==> config.mk <==
export PLATFORM = sky130hd
export DESIGN_NAME = drop_sequencer
export DESIGN_NICKNAME = d
export VERILOG_FILES = /design/src/rtl/drop_sequencer.sv
export SDC_FILE = /design/constraint.sdc
export NUM_CORES = 1
export LEC_CHECK = 0
export ABC_AREA = 1
export CORE_MARGIN = 3
export CORE_UTILIZATION = 25
export DETAILED_ROUTE_END_ITERATION = 10
export GPL_ROUTABILITY_DRIVEN = 0
export PLACE_DENSITY = 0.42
export SYNTH_ARGS = -nofsm -noshare
export SYNTH_HDL_FRONTEND = slang
export SYNTH_SLANG_ARGS = --single-unit
==> constraint.sdc <==
create_clock -name clk -period 1.6 [get_ports clk]
set_input_delay 0.32 -clock clk [delete_from_list [all_inputs] [get_ports clk]]
set_output_delay 0.32 -clock clk [all_outputs]
set_load 0.05 [all_outputs]
==> src/rtl/drop_sequencer.sv <==
// drop_sequencer: cursor, turn and drop control for a 7-column x 6-row panel.
// Define DROP_ANIM_EN to animate the falling piece; otherwise accepted drops write on the next cycle.

module drop_sequencer #(
    parameter int DROP_TICKS = 4
) (
    input  logic       clk,
    input  logic       rst,
    input  logic       left,
    input  logic       right,
    input  logic       put,
    input  logic       game_over,
    output logic [2:0] cursor,
    output logic       player,
    output logic       busy,
    output logic       anim_valid,
    output logic [2:0] anim_row,
    output logic       wr_en,
    output logic [2:0] wr_row,
    output logic [2:0] wr_col,
    output logic [1:0] wr_data,
    output logic       move_done,
    output logic       invalid_move,
    output logic       full_panel
);

    typedef enum logic [1:0] {
        IDLE  = 2'd0,
        FALL  = 2'd1,
        WRITE = 2'd2
    } state_t;

    localparam logic [7:0] LAST_TICK = 8'(DROP_TICKS - 1);
    localparam logic [2:0] MAX_COL   = 3'd6;
    localparam logic [2:0] FULL_COL  = 3'd6;
    localparam logic [2:0] TOP_ROW   = 3'd5;

    state_t     state_q, state_d;
    logic [2:0] cursor_q, cursor_d;
    logic       player_q, player_d;
    logic [2:0] height_q [7];
    logic [2:0] height_d [7];
    logic [2:0] target_q, target_d;
    logic [2:0] animRow_q, animRow_d;
    logic [7:0] tick_q, tick_d;
    logic       invalid_q, invalid_d;
    logic       fullPanel_q, fullPanel_d;

    logic [2:0] curHeight;
    logic       acceptPut;
    logic       rowDone;
    logic       animValid;

    always_comb begin
        curHeight = '0;
        for (int c = 0; c < 7; c++) begin
            if (cursor_q == 3'(c)) begin
                curHeight = height_q[c];
            end
        end
    end

    assign acceptPut = (state_q == IDLE) && put && !game_over && (curHeight < FULL_COL);
    assign rowDone   = (tick_q == LAST_TICK);

    always_ff @(posedge clk or posedge rst) begin
        if (rst) begin
            state_q <= IDLE;
        end else begin
            state_q <= state_d;
        end
    end

    always_comb begin
        state_d = state_q;
        case (state_q)
            IDLE: begin
                if (acceptPut) begin
`ifdef DROP_ANIM_EN
                    state_d = FALL;
`else
                    state_d = WRITE;
`endif
                end
            end
            FALL: begin
                if (rowDone && (animRow_q == target_q)) begin
                    state_d = WRITE;
                end
            end
            WRITE:   state_d = IDLE;
            default: state_d = IDLE;
        endcase
    end

    // Cursor moves and put handling only happen in IDLE; put blocks any move in the same cycle.
    always_comb begin
        cursor_d    = cursor_q;
        player_d    = player_q;
        height_d    = height_q;
        target_d    = target_q;
        animRow_d   = animRow_q;
        tick_d      = tick_q;
        invalid_d   = invalid_q;
        case (state_q)
            IDLE: begin
                if (put) begin
                    if (!game_over) begin
                        if (curHeight < FULL_COL) begin
                            target_d  = curHeight;
                            animRow_d = TOP_ROW;
                            tick_d    = '0;
                            invalid_d = 1'b0;
                        end else begin
                            invalid_d = 1'b1;
                        end
                    end
                end else if (left && !right) begin
                    invalid_d = 1'b0;
                    if (cursor_q != 3'd0) begin
                        cursor_d = cursor_q - 3'd1;
                    end
                end else if (right && !left) begin
                    invalid_d = 1'b0;
                    if (cursor_q != MAX_COL) begin
                        cursor_d = cursor_q + 3'd1;
                    end
                end
            end
            FALL: begin
                if (rowDone) begin
                    tick_d = '0;
                    if (animRow_q != target_q) begin
                        animRow_d = animRow_q - 3'd1;
                    end
                end else begin
                    tick_d = tick_q + 8'd1;
                end
            end
            WRITE: begin
                player_d = ~player_q;
                for (int c = 0; c < 7; c++) begin
                    if (cursor_q == 3'(c)) begin
                        height_d[c] = height_q[c] + 3'd1;
                    end
                end
            end
            default: ;
        endcase
    end

    // Computed from next heights so the flag rises right after the completing write.
    always_comb begin
        fullPanel_d = 1'b1;
        for (int c = 0; c < 7; c++) begin
            if (height_d[c] != FULL_COL) begin
                fullPanel_d = 1'b0;
            end
        end
    end

    always_ff @(posedge clk or posedge rst) begin
        if (rst) begin
            cursor_q    <= 3'd3;
            player_q    <= 1'b0;
            target_q    <= '0;
            animRow_q   <= '0;
            tick_q      <= '0;
            invalid_q   <= 1'b0;
            fullPanel_q <= 1'b0;
            for (int c = 0; c < 7; c++) begin
                height_q[c] <= '0;
            end
        end else begin
            cursor_q    <= cursor_d;
            player_q    <= player_d;
            target_q    <= target_d;
            animRow_q   <= animRow_d;
            tick_q      <= tick_d;
            invalid_q   <= invalid_d;
            fullPanel_q <= fullPanel_d;
            for (int c = 0; c < 7; c++) begin
                height_q[c] <= height_d[c];
            end
        end
    end

`ifdef DROP_ANIM_EN
    assign animValid = (state_q == FALL);
`else
    assign animValid = 1'b0;
`endif

    always_comb begin
        cursor       = cursor_q;
        player       = player_q;
        busy         = (state_q != IDLE);
        anim_valid   = animValid;
        anim_row     = animValid ? animRow_q : 3'd0;
        wr_en        = 1'b0;
        wr_row       = '0;
        wr_col       = '0;
        wr_data      = '0;
        move_done    = 1'b0;
        invalid_move = invalid_q;
        full_panel   = fullPanel_q;
        if (state_q == WRITE) begin
            wr_en     = 1'b1;
            move_done = 1'b1;
            wr_row    = target_q;
            wr_col    = cursor_q;
            wr_data   = player_q ? 2'b10 : 2'b01;
        end
    end

endmodule

# --- After elaboration in Yosys (flattened, before gate mapping) ---
# Index checks and enable logic that the tools add are counted.
word_totals:
  ff_bits: 43
  in_bits: 6
  output_inout_bits: 21
  elab_cells: 131
op_classes:
  add_sub_neg: 11
  magnitude_cmp: 1
  n_eq_ne: 28
  n_mux: 50
  bitwise_logic: 3
  n_reduce_logical: 23
ops:
  columns: ["op", "count"]
  rows:
  - ["3-bit two-way mux", 25]
  - ["8-bit two-way mux", 4]
  - ["3-bit by 1-bit adder with 3-bit output (second input constant)", 8]
  - ["3-bit inequality test (second input constant)", 8]
  - ["21-bit two-way mux", 1]
  - ["8-bit one-hot mux with 2 select lines", 1]
  - ["2-bit inequality test (second input constant)", 7]
  - ["1-bit two-way mux", 13]
  - ["3-bit equality test (second input constant)", 3]
  - ["8-bit by 1-bit adder with 8-bit output (second input constant)", 1]
  - ["8-bit by 2-bit equality test with 1-bit output (second input constant)", 1]
  - ["2-bit two-way mux", 4]
  - ["4-bit AND reduction", 2]
  - ["2-bit nonzero test", 4]
  - ["3-bit by 2-bit equality test with 1-bit output (second input constant)", 2]
  - ["1-bit logical AND", 6]
  - ["3-bit one-hot mux with 2 select lines", 1]
  - ["6-bit AND reduction", 1]
  - ["3-bit nonzero test", 2]
  - ["3-bit by 1-bit subtractor with 3-bit output (second input constant)", 2]
  - ["5-bit AND reduction", 1]
  - ["2-bit by 1-bit inequality test with 1-bit output (second input constant)", 2]
  - ["2-bit one-hot mux with 2 select lines", 1]
  - ["3-bit by 1-bit equality test with 1-bit output (second input constant)", 1]
  - ["other kinds (11)", 15]

# --- Longest topological paths before layout ---
depth:
  word_depth: 13
  ltp_mapped: 16
  depth_no_buf: 16

# --- Least setup slack after synthesis ---
# Ideal clock, no wire load.
synth_path:
  path_type: "reg2reg"
  startpoint: "register cursor_q[0] (netlist: cursor[0])"
  endpoint: "register target_q[0]"
  setup_time_ns: 0.116
  arrival_ns: 1.847
  required_time_ns: 1.484
  slack_ns: -0.363
  path_stages_with_launch: 17
  path_buffers: 0
  period_less_slack_ns: 1.963
  path_cell_list: "dfstp_2 -> inv_1 -> ha_1 -> inv_1 -> nor2_1 -> nand2_1 -> nand2_1 -> inv_1 -> nand2_1 -> nand2_1 -> nand2_1 -> nand2_1 -> nand2_1 -> nand2_1 -> nand2_1 -> nand2_1 -> nand2_1"
synth_via:
  elab_chain_cells: 10
  word_cells_on_any_way: 16
  classes_between: "order compare (1); eq/ne (6); mux (7); reduce/logical (2)"
synth_lines:
  columns: ["item", "line", "rtl"]
  rows:
  - ["from (decl)", "39", "logic [2:0] cursor_q, cursor_d;"]
  - ["from (signal assigned)", "175", "cursor_q <= cursor_d;"]
  - ["3-bit zero test", "57", "if (cursor_q == 3'(c)) begin"]
  - ["3-bit two-way mux (6 in series)", "57", null]
  - ["3-bit two-way mux *", "57", null]
  - ["3-bit less-than comparator", "109", "if (curHeight < FULL_COL) begin"]
  - ["4-bit AND reduction (no line)", null, null]
  - ["to (signal assigned)", "177", "target_q <= target_d;"]
  - ["to (decl)", "43", "logic [2:0] target_q, target_d;"]
# Every way passes the cells marked *; elsewhere a longest branch is shown, timed or not.
# A chain may end at the register's enable or synchronous reset.

# --- Worst setup path in the final report ---
layout_path:
  startpoint: "register cursor_q[1] (netlist: cursor[1])"
  endpoint: "register target_q[0]"
# Same word-level chain as after synthesis.

==> run metrics <==
crit path setup slack, layout=-0.208 ns; CP Depth=13; initial antenna violation count=0; max cap viols=0; drt pass-1 iters=4; post-synthesis sequential area ratio=0.387; final core utilization=0.405; post-route minimum period=1.81 ns; final layout net count=342; WHS=0.384 ns; Fin. Hold Viols=0; Sink Count=31; synthesized instance count=256; Hold WC Path Type=input port to async pin; total negative slack=-1.73 ns; WL/cell=11.9 µm; PortBufs=22; # hold bufs at CTS=0; DP Wirelength=3870 µm; Max H-tree Level=2; Max IR drop VDD=0.00113 V; Top Ports=27; number of DRC markers in iteration 0=41; vias in the first global route=1744; clock buffer depth=2; DRC=0; final wirelength=5060 µm; crit-path max FO=5; Initial Util=0.259; # diodes=0; violated checks=setup timing; Post-Syn Area=0.00201 mm²; CTS buffer count=5; fin. max-slew vios=0; Period Utilization, post-route=1.13; clock-pin slew on the worst setup and hold paths=0.07 ns; total global-route track usage=0.123; vias=1708; post-synth top area cell=dfrtp_1; pre-CTS WS=-0.284 ns; first-pass GRT wire length=8530 µm; WP data required=1.77 ns; PD cells=2040 mW/mm²; Yosys reg bits=31; final antenna-violating net count=0; vias per std cell=4.03; Worst Setup Start Kind=register; gr ovfl total=0; CP Capture Type=register; Inst Count DP=407; Commonest cells post-synth=61 x nand2_1, 45 x inv_1, 29 x dfrtp_1, 18 x nor2_1; crit path cell chain=ha_4 > ha_4 > inv_2 > o21ai_1 > inv_1 > nand2_1 > nand2_1 > nand2_1 > nand2_1 > nand2_2 > nand2_2 > nand2_1 > nand2_1; P&R area growth vs syn=56.4%; most frequent cell after synthesis=nand2_1; cell area after layout=0.00314 mm²; most frequent CP cell=nand2_1; Post-synth EDFFs=0; main area contributors after synthesis=dfrtp_1 36%, nand2_1 11%, ha_1 9.3%, inv_1 8.4%, xor2_1 6.5%; Chip Width=95.7 µm; P_leak=1.63 nW; Tot Pwr=6.40 mW; area share of the largest cell type after synthesis=0.361; root buffer cell=clkbuf_8; Core Region=0.00777 mm²; Core Rows=32; Die Y=95.7 µm; final setup vio count=11; largest net degree at the start of global routing=32; Post-synth top flop=dfrtp_1; status=finished, violations left; full die area=0.00915 mm²; CP Class=register to register; asr flop ratio synth=1.00; crit path DAT=1.98 ns; CTS tree=yes; yosys warns=0; Critical Path Slowest Stage Cell=dfstp_4; r2r worst-path depth=13; ratio of cells with drive above 1 in the final layout=0.401; CP max stage delay=0.68 ns; DP Area=0.00285 mm²; Setup Skew=0.00555 ns; Clock Latency Late Sink=0.28 ns; Distinct cells, synth=32; Fmax=553 MHz; CP top delay family=flip-flops; RSZ-0062 raised after global routing=yes; syn avg cell area=7.85 µm²; non-filler instance count after layout=424; CP bufs+invs=2
==> sequential cells by signal (all words and copies together), names as in the netlist <==
register and count:
cursor 3, full_panel 1, height_q 21, invalid_move 1, player 1, state_q 1, target_q 3
==> logic make-up (layout without fill, tap and decap cells) <==
| family | after synthesis | count (layout) | share of synthesized area |
|---|---|---|---|
| fa+ha+maj | 15 | 15 | 0.0934 |
| simple gates | 108 | 108 | 0.246 |
| flops | 31 | 31 | 0.387 |
| buf+inv | 64 | 127 | 0.138 |
| compound gates | 20 | 20 | 0.0554 |
| other cells | 1 | 4 | 0.00187 |
| xor+xnor | 17 | 17 | 0.0778 |
==> layout by cell type (no fill, tap or decap), types with 2 or more instances in the layout <==
master           synthesis  final
xor2_2                   0      3
clkdlybuf4s50_1          0      5
o21ai_0                 10      6
inv_4                    1      6
nand2_1                 61     52
inv_2                    7      7
nand4_1                  3      3
ha_1                    15     10
nand2_2                  8     10
nand2_4                  1      7
nor2_4                   3      6
clkinv_2                 1      2
nor2_1                  18     11
buf_12                   0     18
inv_1                   45     39
o21ai_1                  2      6
xor2_1                  15     12
a21oi_1                  4      3
nand3_1                  9      7
dfstp_4                  0      2
clkinv_1                 2      2
dfrtp_2                  0      2
nor2_2                   1      5
buf_4                    7     35
buf_6                    1      5
dfrtp_1                 29     27
conb_1                   1      4
nand3_2                  0      2
clkbuf_1                 0      2
ha_4                     0      5
a21oi_2                  1      2
clkbuf_8                 0      5
==> worst paths after layout <==
check                       startpoint     endpoint  slack (ns)
min in group clk           target_q[0]  target_q[0]        0.52
max                          cursor[1]  target_q[0]       -0.21
min                                rst  height_q[9]        0.38
max reg2reg                  cursor[1]  target_q[0]       -0.21
max in group asynchronous          rst    cursor[0]        0.97
min reg2reg                target_q[0]  target_q[0]        0.52
==> worst min-delay path: stages <==
cell	delay (ns)
clkdlybuf4s50_1	0.40
inv_1	0.09
buf_12	0.22
==> cell type report <==
type                    instances  area (µm²)
clock buffers                   7        76.3
inverters                      56         231
flip-flops and latches         31         788
fillers                       803        4620
clock inverters                 1        5.00
well taps                     102         128
multi-input cells             164        1180
repair buffers                 63         729
==> routing by layer <==
layer  track usage  routed length [µm]  vias to the layer above
li1              -                   -                      887
met1         0.168                2420                      788
met2         0.195                2400                       28
met3        0.0292                 194                        5
met4        0.0320                  42                        0
met5             0                   0                        -
==> where the power goes <==
group	leakage, nW	internal, mW	switching, mW
combinational	1.20	1.96	2.27
clock	0.0422	0.305	0.296
sequential	0.386	1.18	0.389
total	1.63	3.45	2.95
==> timing repair <==
item	4_1_cts	5_1_grt
setup endpoints to repair	12	19
pin swaps	13	10
setup buffers	6	7
resized for setup	17	24
(Power assumes the default switching activity.)
